===== config.mk =====
export PLATFORM = sky130hd
export DESIGN_NAME = writeback_pipe
export DESIGN_NICKNAME = d
export VERILOG_FILES = /design/src/rtl/writeback_pipe.sv
export SDC_FILE = /design/constraint.sdc
export NUM_CORES = 1
export LEC_CHECK = 0
export ABC_CLOCK_PERIOD_IN_PS = 2200
export BUFFER_PORTS_ARGS = -buffer_cell sky130_fd_sc_hd__buf_2
export CAP_MARGIN = 20
export CORE_MARGIN = 5
export CORE_UTILIZATION = 53
export CTS_CLUSTER_SIZE = 8
export DETAILED_ROUTE_END_ITERATION = 10
export PLACE_DENSITY = 0.82
export SYNTH_ARGS = -nofsm -noshare
export SYNTH_HDL_FRONTEND = slang
export SYNTH_SLANG_ARGS = --single-unit

===== constraint.sdc =====
create_clock -name clk -period 2.2 [get_ports clk]
set_input_delay 0.33 -clock clk [delete_from_list [all_inputs] [get_ports clk]]
set_output_delay 0.33 -clock clk [all_outputs]
set_load 0.05 [all_outputs]

===== src/rtl/writeback_pipe.sv =====
// Writeback stage: picks the result source, extracts and extends load data, waits a bounded
// time for memory, then commits one register write plus an optional jump request.
module writeback_pipe #(
   parameter int XLEN        = 32,
   parameter int MEM_TIMEOUT = 16
) (
   input  logic            clk,
   input  logic            rst_n,
   input  logic            phase_writeback,
   input  logic [1:0]      use_rd,
   input  logic            jump_en,
   input  logic            jump_state_mw,
   input  logic [2:0]      ld_funct3,
   input  logic [4:0]      rdsel_mw,
   input  logic [XLEN-1:0] next_pc_mw,
   input  logic [XLEN-1:0] alu_out_mw,
   input  logic [XLEN-1:0] mem_out_mw,
   input  logic            mem_ready,
   output logic            rd_we,
   output logic [4:0]      rdsel_wr,
   output logic [XLEN-1:0] rddata_wr,
   output logic            jump_state_wf,
   output logic [XLEN-1:0] regdata_for_pc,
   output logic            stall_writeback,
   output logic            wb_err,
   output logic            fwd_valid,
   output logic [4:0]      fwd_rdsel,
   output logic [XLEN-1:0] fwd_data,
   output logic [1:0]      dbg_state_o
);
   localparam int OFFW = (XLEN == 64) ? 3 : 2;

   typedef enum logic [1:0] {IDLE = 2'd0, WAIT_MEM = 2'd1, COMMIT = 2'd2} state_t;

   state_t          state_q, state_d;
   logic [7:0]      cnt_q, cnt_d;
   logic [4:0]      rdsel_q, rdsel_wr_q, fwd_rdsel_q, cur_rdsel;
   logic [2:0]      f3_q;
   logic [OFFW-1:0] off_q;
   logic [XLEN-1:0] alu_q, rddata_wr_q, pc_q, fwd_data_q, cur_alu, result;
   logic            jump_q, wb_err_q, fwd_valid_q;
   logic            accept, need_wait, mem_timeout, to_commit;

   function automatic logic [XLEN-1:0] load_ext(input logic [2:0]      f3,
                                                input logic [OFFW-1:0] off,
                                                input logic [XLEN-1:0] d);
      logic [OFFW-1:0] off_h, off_w;
      logic [7:0]      b;
      logic [15:0]     h;
      logic [31:0]     w;
      off_h      = off;
      off_h[0]   = 1'b0;
      off_w      = off;
      off_w[1:0] = 2'b00;
      b = d[{off, 3'b000} +: 8];
      h = d[{off_h, 3'b000} +: 16];
      w = d[{off_w, 3'b000} +: 32];
      case (f3)
         3'b000:  load_ext = XLEN'($signed(b));
         3'b001:  load_ext = XLEN'($signed(h));
         3'b010:  load_ext = XLEN'($signed(w));
         3'b011:  load_ext = (XLEN == 64) ? d : '0;
         3'b100:  load_ext = XLEN'(b);
         3'b101:  load_ext = XLEN'(h);
         3'b110:  load_ext = (XLEN == 64) ? XLEN'(w) : '0;
         default: load_ext = '0;
      endcase
   endfunction

   // phase_writeback is a one-cycle request, taken only in IDLE; stall_writeback tells the
   // sequencer to hold while a load waits for mem_ready. No request is queued elsewhere.
   assign accept      = phase_writeback && (state_q == IDLE);
   assign need_wait   = accept && (use_rd == 2'b10) && !mem_ready;
   assign cnt_d       = cnt_q + 8'd1;
   assign mem_timeout = (state_q == WAIT_MEM) && !mem_ready && (cnt_d == 8'(MEM_TIMEOUT - 1));
   assign to_commit   = (state_d == COMMIT);
   assign cur_rdsel   = (state_q == IDLE) ? rdsel_mw : rdsel_q;
   assign cur_alu     = (state_q == IDLE) ? alu_out_mw : alu_q;

   always_ff @(posedge clk or negedge rst_n) begin
      if (!rst_n) state_q <= IDLE;
      else        state_q <= state_d;
   end

   always_comb begin
      state_d = state_q;
      unique case (state_q)
         IDLE:     if (accept) state_d = need_wait ? WAIT_MEM : COMMIT;
         WAIT_MEM: begin
            if (mem_ready)        state_d = COMMIT;
            else if (mem_timeout) state_d = IDLE;
         end
         COMMIT:   state_d = IDLE;
         default:  state_d = IDLE;
      endcase
   end

   always_comb begin
      rd_we           = 1'b0;
      jump_state_wf   = 1'b0;
      stall_writeback = 1'b0;
      unique case (state_q)
         IDLE:     stall_writeback = need_wait;
         WAIT_MEM: stall_writeback = 1'b1;
         COMMIT: begin
            rd_we         = (rdsel_wr_q != 5'd0);
            jump_state_wf = jump_q;
         end
         default: ;
      endcase
   end

   // A pending load reads its size/offset from the captured operands, not the live inputs.
   always_comb begin
      result = '0;
      if (state_q == WAIT_MEM) begin
         result = load_ext(f3_q, off_q, mem_out_mw);
      end else begin
         case (use_rd)
            2'b00:   result = alu_out_mw;
            2'b01:   result = next_pc_mw;
            2'b10:   result = load_ext(ld_funct3, alu_out_mw[OFFW-1:0], mem_out_mw);
            default: result = XLEN'(jump_state_mw);
         endcase
      end
   end

   always_ff @(posedge clk or negedge rst_n) begin
      if (!rst_n) begin
         cnt_q       <= '0;
         rdsel_q     <= '0;
         f3_q        <= '0;
         off_q       <= '0;
         alu_q       <= '0;
         jump_q      <= 1'b0;
         rdsel_wr_q  <= '0;
         rddata_wr_q <= '0;
         pc_q        <= '0;
         wb_err_q    <= 1'b0;
         fwd_valid_q <= 1'b0;
         fwd_rdsel_q <= '0;
         fwd_data_q  <= '0;
      end else begin
         wb_err_q <= mem_timeout;
         if (state_q == WAIT_MEM) cnt_q <= cnt_d;
         else                     cnt_q <= '0;
         if (accept) begin
            rdsel_q <= rdsel_mw;
            f3_q    <= ld_funct3;
            off_q   <= alu_out_mw[OFFW-1:0];
            alu_q   <= alu_out_mw;
            jump_q  <= jump_en && jump_state_mw;
         end
         if (to_commit) begin
            rdsel_wr_q  <= cur_rdsel;
            rddata_wr_q <= result;
            pc_q        <= cur_alu;
         end
         if (rd_we) begin
            fwd_valid_q <= 1'b1;
            fwd_rdsel_q <= rdsel_wr_q;
            fwd_data_q  <= rddata_wr_q;
         end
      end
   end

   assign rdsel_wr       = rdsel_wr_q;
   assign rddata_wr      = rddata_wr_q;
   assign regdata_for_pc = pc_q;
   assign wb_err         = wb_err_q;
   assign fwd_valid      = fwd_valid_q;
   assign fwd_rdsel      = fwd_rdsel_q;
   assign fwd_data       = fwd_data_q;
   assign dbg_state_o    = state_q;
endmodule


Word-level counts from Yosys, hierarchy flattened
Cells that the tools add are included.
- bits in read-only memories: 0
- input port bits: 112
- latch bits: 0
- bits in registers: 161
- memories kept: 0
- memory bits (writable): 0
- reductions and logical operators: 12
- magnitude comparators: 0
- eq/ne operators: 14
- shifts and indexed selects: 4
- bitwise logic cells: 0
- add/subtract/negate cells: 1
- multiplexer cells: 15
- $mul: 0
- div/mod/pow operators: 0
- operator list (kind ; count):
    32-bit one-hot mux with 5 select lines ; 2
    32-bit one-hot mux with 3 select lines ; 1
    32-bit 2-to-1 mux ; 2
    32-bit by 6-bit indexed part select with 16-bit output ; 2
    32-bit by 6-bit indexed part select with 8-bit output ; 2
    3-bit equality test (second input constant) ; 4
    8-bit by 1-bit adder with 8-bit output (second input constant) ; 1
    8-bit by 4-bit equality test with 1-bit output (second input constant) ; 1
    2-bit 2-to-1 mux ; 4
    8-bit 2-to-1 mux ; 1
    2-bit equality test (second input constant) ; 3
    3-bit by 1-bit equality test with 1-bit output (second input constant) ; 2
    3-bit by 2-bit equality test with 1-bit output (second input constant) ; 2
    1-bit logical AND ; 6
    3-bit logical NOT ; 2
    5-bit 2-to-1 mux ; 1
    5-bit nonzero test ; 1
    2-bit by 1-bit equality test with 1-bit output (second input constant) ; 2
    2-bit logical NOT ; 2
    2-bit one-hot mux with 2 select lines ; 1
    1-bit 2-to-1 mux ; 2
    1-bit one-hot mux with 2 select lines ; 1
    1-bit logical NOT ; 1

Depth between registers and ports, before layout
Gate-level depths: netlist (run 1).
- word-level depth: 8
- depth in mapped cells: 9
- gate-level depth less buffers: 6

Worst setup path before layout (run 1)
Ideal clock, no wire load.
- kind: reg-to-output
- from: register state_q[0], in the netlist dbg_state_o[0]
- to: output port stall_writeback
- path slack: -683 ps
- stages on the path, launching flop included: 6
- data arrival time: 2553 ps
- path buffers: 2
- cells stage by stage: dfrtp_1 nor2_1 buf_2 buf_2 nand3_1 o21ai_0
- word-level cells in the longest chain between the ends: 5
- elaborated cells on any way between the ends: 6
- classes of those cells: 1 x eq/ne; 1 x mux; 4 x reduce/logical
- ends and longest elaborated chain (what ; RTL line ; RTL):
    start, declared ; 35 ; state_t state_q, state_d;
    start signal, assigned ; 82 ; else state_q <= state_d;
    2-bit logical NOT ; 72, 102 ;
    1-bit logical AND ; 72 ; assign accept = phase_writeback && (state_q == IDLE);
    1-bit logical AND (2 in a row) ; 73 ; assign need_wait = accept && (use_rd == 2'b10) && !mem_ready;
    1-bit one-hot mux with 2 select lines * ; 102 ; unique case (state_q)
    end, declared ; 24 ; output logic stall_writeback,
Every way passes the cells marked *; elsewhere a longest branch is shown, timed or not.

Worst setup path in the final report (run 1)
- from: register rdsel_wr_q[0], in the netlist rdsel_wr[0]
- to: output port rd_we
- word-level cells in the longest chain between the ends: 2
- ends and longest elaborated chain (what ; RTL line ; RTL):
    start, declared ; 37 ; logic [4:0] rdsel_q, rdsel_wr_q, fwd_rdsel_q, cur_rdsel;
    start signal, assigned ; 155 ; rdsel_wr_q <= cur_rdsel;
    5-bit nonzero test ; 106 ; rd_we = (rdsel_wr_q != 5'd0);
    1-bit 2-to-1 mux ; 102 ;
    end, declared ; 19 ; output logic rd_we,
No other way between the ends.

==> flow_metrics.py, run 1 <==
metrics = {
    "outcome": {
        "outcome": "complete, no violations",
    },
    "setup_path": {
        "r2r_end": "rddata_wr[31]",
        "crit_path_max_incr_delay_ps": 540,
        "r2r-start": "dbg_state_o[0]",
        "crit_arrival_ps": 1820,
        "start_kind": "flip-flop",
        "critical_path_class": "reg -> out",
        "critPathBufInv": 2,
        "cp_cell_sequence": "or4_4, o21ai_2, inv_2, buf_6",
        "slowest_stage": "or4_4",
        "worstPathMaxFanout": 4,
        "critical_path_depth": 4,
        "crit_family": "simple AND/OR/NAND/NOR gates",
        "r2r_cells": 4,
        "end_kind": "output pin",
        "r2r_setup_slack_ps": 200,
        "cp.required_ps": 1870,
    },
    "timing": {
        "max_slew.worst_pin.slew_ps": 732,
        "period_share": 0.976,
        "min_period_ps": 2150,
        "maxSlewHeadroom": 0.510,
        "skew_ps": 7.77,
        "rsz0062_at_grt": "no",
        "final_max_slew_viol_count": 0,
        "setup_viol": 0,
        "hold_viol": 0,
        "max_freq_ghz": 0.466,
        "worst_slack_ps": 53.8,
    },
    "power": {
        "switching_share": 0.433,
        "cellPowerDensity_nw_per_um2": 1150,
        "p_leak_nw": 5.16,
        "ir_worst_vdd_uv": 554,
        "p_int_mw": 6.77,
        "pwr-share-clk": 0.246,
        "switchingPower_mw": 5.17,
        "share_comb_of_total_power": 0.408,
        "seqPwrFrac": 0.346,
    },
    "clock_tree": {
        "cts_tree": "yes",
        "cts.sinks": 159,
        "cts_max_level": 4,
        "clk_latency_ps": 430,
        "root_buffer": "clkbuf_16",
        "clockBufferDepth": 2,
        "numCtsBuffers": 17,
        "clk_pin_slew_ps": 60,
    },
    "drt": {
        "vias": 7408,
        "antenna_left": 0,
        "via_per_inst": 5.86,
        "drtPass1Iterations": 9,
        "routed_wl_um": 25700,
        "avgRoutedWirePerCell_um": 20.3,
        "drc": 0,
        "drtIter0Drc": 873,
    },
    "place": {
        "globalplace.congestion": 1.00,
        "dpl_worst_slack_ps": 4.00,
        "dp_hpwl_um": 18700,
        "io_buffer_count": 224,
        "post_dp_cell_area_um2": 9720,
        "place.detailed.instances": 1229,
    },
    "global_routing": {
        "grt_pass1_wl_um": 40000,
        "grt_pass1_vias": 7139,
        "grt_max_degree": 95,
        "antenna_found_initial": 5,
        "grt_usage": 0.283,
        "gr-total-overflow": 0,
    },
    "floorplanning": {
        "placementRows": 45,
        "core_um2": 15300,
        "die_h_um": 135,
        "die_w_um": 135,
        "io_pins": 225,
        "start_util": 0.541,
        "dieArea_um2": 18200,
    },
    "yosys": {
        "synth_area_leader_cell": "dfrtp_1",
        "ys_seq_area_frac": 0.482,
        "yosys-top-cells-area": "dfrtp_1 48%, nand2_1 8.5%, mux2_2 8.5%",
        "yosysUniqueCellTypes": 61,
        "synth_most_common_cell": "nand2_1",
        "synth_common_cells": "186 x nand2_1, 159 x dfrtp_1, 64 x mux2i_1, 62 x mux2_2, 45 x a21oi_1",
        "synth_top_flop_cell": "dfrtp_1",
        "synth_nets": 930,
        "syn_avg_cell_area_um2": 10.1,
        "synth_edf_count": 0,
        "postSynth.asyncResetShare": 1.00,
        "ys_ff_latch": 159,
        "synth_warnings": 0,
        "synth_top_area_frac": 0.482,
        "syn_inst": 816,
        "synthesis.area_um2": 8250,
    },
    "layout": {
        "postLayoutCellArea_um2": 10300,
        "multi_input_area_um2": 4000,
        "post-route-util": 0.678,
        "drive_above_1_share": 0.354,
        "fin_cells": 1265,
        "area_growth_syn_to_layout_pct": 25.3,
        "fin_nets": 1153,
        "regArea_um2": 3980,
        "fill_cells": 1241,
    },
    "worst_hold_path": {
        "holdPathStages": 2,
        "min_to": "rdsel_q[0]",
        "hp-class": "in -> reg",
        "hp-start": "rdsel_mw[0]",
    },
    "run": {
        "maxCapViolCount": 0,
    },
}
## layout make-up
class | count | share of cell area
Antenna cell | 3 | 0.000726
Clock buffer | 20 | 0.0422
Clock inverter | 11 | 0.0138
Inverter | 5 | 0.00181
Tap cell | 211 | 0.0255
Timing Repair Buffer | 260 | 0.144
Sequential cell | 159 | 0.385
Multi-Input combinational cell | 596 | 0.387
## through the flow
| step | hold slack (ps) | power, mW | TNS, ps |
|---|---|---|---|
| after floorplan | 34.4 | 7.63 | 0 |
| after global placement | 366 | 8.92 | -3.75 |
| after detailed placement | 368 | 9.02 | 0 |
| after CTS | 143 | 12.0 | -12.5 |
| after global routing | 148 | 12.5 | 0 |
| final | 157 | 11.9 | 0 |
## power by group through the flow
stage	Combinational, mW	Sequential, mW	Clock, mW
finish	4.87	4.13	2.94
CTS	4.87	4.12	2.98
floorplan	1.46	6.17	0
global placement	4.78	4.13	0
global route	5.15	4.23	3.10
detailed placement	4.85	4.17	0
## registers in the layout, summed over array words and instances, names as in the netlist, 2 cells and up
signal,flops
alu_q,31
cnt_q,8
dbg_state_o,2
f3_q,3
fwd_data,32
fwd_rdsel,5
rddata_wr,32
rdsel_q,5
rdsel_wr,5
regdata_for_pc,32
## placed cells by master, fill, tap and decap left out, types with 16 or more instances in the layout
cell type    n
a21oi_1     45
nand2_1    186
buf_4       28
mux2_2      62
clkbuf_16   17
dfrtp_1    159
o22a_1      16
nor2_1      29
mux2i_1     64
buf_2      222
o21ai_0     41
## repair_timing
item	4_1_cts	5_1_grt
hold buffers	1	0
hold endpoints to repair	159	0
pin swaps	0	1
resized for setup	3	2
endpoints found under the setup margin	17	1
setup buffers	0	1
cloned	0	0
## worst max-delay path by stage
stage	startpoint	endpoint	slack, ps
CTS	rdsel_wr[0]	rd_we	-10
detailed placement	off_q[0]	rddata_wr[29]	4
global route	rdsel_wr[0]	rd_we	2
floorplan	dbg_state_o[0]	stall_writeback	30
global placement	mem_out_mw[7]	rddata_wr[30]	-4
finish	rdsel_wr[0]	rd_we	50
## worst register-to-register path: stages, from the launching register on
cell,delay (ps)
dfrtp_1,510
nor2b_1,490
nor2_1,320
a221o_1,400
o22a_1,180
## routing by layer
metal	up-vias	track usage	part of all wire
met3	42	0.0667	0.087
met2	350	0.429	0.46
met1	3622	0.401	0.43
met5	-	0	0.00074
met4	4	0.0984	0.023
li1	3390	-	-
## cell families after synthesis
kind of cell             share of synthesized area
flip-flops                                   0.482
multiplexers                                 0.168
XOR/XNOR                                   0.00637
AO/OA/AOI/OAI                                0.166
adder cells (fa/ha/maj)                    0.00303
AND/OR/NAND/NOR                              0.137
buffers and inverters                       0.0380
(Power assumes the default switching activity.)
==> run 2: changes to the inputs <==
Settings changed: REMOVE_ABC_BUFFERS from default to 1.
==> flow_metrics.py, run 2 (same netlist as run 1, synthesis figures left out) <==
metrics = {
    "layout": {
        "final_common_cell": "buf_2",
        "fin_nets": 1160,
        "fin_cells": 1269,
        "post-route-util": 0.680,
        "fill_cells": 1247,
        "area_growth_syn_to_layout_pct": 25.6,
        "drive_above_1_share": 0.356,
        "antenna_cells": 0,
        "mostFrequentLayoutCells": "221 x buf_2, 186 x nand2_1, 159 x dfrtp_1, 64 x mux2i_1, 62 x mux2_2",
    },
    "drt": {
        "drtIter0Drc": 600,
        "antenna_left": 0,
        "via_per_inst": 5.80,
        "drtPass1Iterations": 7,
        "drc": 0,
        "avgRoutedWirePerCell_um": 20.1,
        "vias": 7354,
        "routed_wl_um": 25400,
    },
    "clock_tree": {
        "root_buffer": "clkbuf_16",
        "clk_latency_ps": 420,
        "numCtsBuffers": 17,
        "clk_pin_slew_ps": 60,
        "cts_tree": "yes",
        "cts.sinks": 159,
        "clockBufferDepth": 2,
        "cts_max_level": 4,
    },
    "setup_path": {
        "crit_arrival_ps": 1830,
        "crit_family": "simple AND/OR/NAND/NOR gates",
        "slowest_stage": "or4_4",
        "start_kind": "flip-flop",
        "critical_path_class": "reg -> out",
        "crit_path_max_incr_delay_ps": 550,
        "critPathBufInv": 2,
        "cp.required_ps": 1870,
        "worstPathMaxFanout": 3,
        "cp_cell_sequence": "or4_4, o21ai_4, inv_2, buf_4",
        "end_kind": "output pin",
    },
    "outcome": {
        "outcome": "complete, no violations",
    },
    "place": {
        "dp_hpwl_um": 18700,
        "place.detailed.instances": 1233,
        "io_buffer_count": 224,
        "globalplace.congestion": 0.986,
    },
    "global_routing": {
        "grt_max_degree": 75,
        "grt_pass1_vias": 7542,
        "gr-total-overflow": 0,
        "antenna_found_initial": 1,
        "grt_pass1_wl_um": 40300,
        "grt_usage": 0.281,
    },
    "timing": {
        "hold_viol": 0,
        "maxSlewHeadroom": 0.568,
        "max_freq_ghz": 0.463,
        "setup_viol": 0,
        "period_share": 0.982,
        "max_slew.worst_pin.slew_ps": 646,
        "hold_ws_ps": 151,
        "skew_ps": 5.38,
        "min_period_ps": 2160,
        "final_max_slew_viol_count": 0,
        "rsz0062_at_grt": "no",
    },
    "worst_hold_path": {
        "hp-class": "in -> reg",
    },
    "floorplanning": {
        "start_util": 0.541,
        "placementRows": 45,
        "io_pins": 225,
        "die_h_um": 135,
        "core_um2": 15300,
        "die_w_um": 135,
        "dieArea_um2": 18200,
    },
    "power": {
        "ir_worst_vdd_uv": 623,
        "power_mw": 12.0,
        "cellPowerDensity_nw_per_um2": 1160,
        "p_leak_nw": 5.20,
    },
    "run": {
        "maxCapViolCount": 0,
    },
}
run 2: metrics by stage:
step | cell area [µm²] | setup TNS (ps) | setup slack (ps)
2_1_floorplan | 7960 | -161920 | -2520
3_3_place_gp | 9740 | 0 | 245
3_5_place_dp | 9740 | 0 | 209
4_1_cts | 10400 | 0 | 6.45
5_1_grt | 10400 | 0 | 1.07
6_report | 10400 | 0 | 40.0
run 2: worst reg2reg max path, stage by stage (launching register included):
cell and delay (ps):
dfrtp_1 560, nor2_1 170, a22o_1 380, a222oi_1 410, a2bb2oi_1 270, o311ai_1 130
run 2: cell type report:
cell class                 instances  area, µm²  share of cell area
clock inverter                     9        109              0.0105
timing repair buffer             267       1530               0.148
clock buffer                      22        474              0.0457
tap                              211        264              0.0255
inverter                           5       18.8             0.00181
multi-input combinational        596       3990               0.385
sequential                       159       3980               0.384
run 2: final timing paths:
path / start / to / slack (ps) / cells after the start
worst max register to register: f3_q[0] / rddata_wr[1] / 140 / 5
max in group asynchronous: rst_n / regdata_for_pc[20] / 1110 / 3
min in group asynchronous: rst_n / cnt_q[5] / 410 / 2
worst min register to register: fwd_data[27] / fwd_data[27] / 470 / 2
worst max-delay path: rdsel_wr[0] / rd_we / 40 / 4
worst min-delay path: rdsel_mw[0] / rdsel_q[0] / 150 / 2
run 2: what timing repair did:
| item | in CTS | in global routing |
|---|---|---|
| hold buffers | 1 | 0 |
| hold endpoints to repair | 41 | 0 |
| setup buffers | 2 | 2 |
| resized for setup | 2 | 0 |
| cloned | 0 | 0 |
| endpoints found under the setup margin | 1 | 1 |
| pin swaps | 1 | 1 |
run 2: power breakdown:
part	switching (mW)	internal (mW)	leakage (nW)
Combinational	3.55	1.35	2.95
Sequential	0.481	3.66	1.96
Clock	1.19	1.76	0.286
run 2: layer usage:
| metal | vias up | track usage | part of all wire | wire length [µm] |
|---|---|---|---|---|
| met5 | - | 0 | 0.00051 | 13 |
| met4 | 2 | 0.0984 | 0.023 | 597 |
| met3 | 48 | 0.0577 | 0.072 | 1820 |
| met2 | 316 | 0.457 | 0.47 | 12000 |
| met1 | 3596 | 0.377 | 0.43 | 11000 |
| li1 | 3392 | - | - | - |
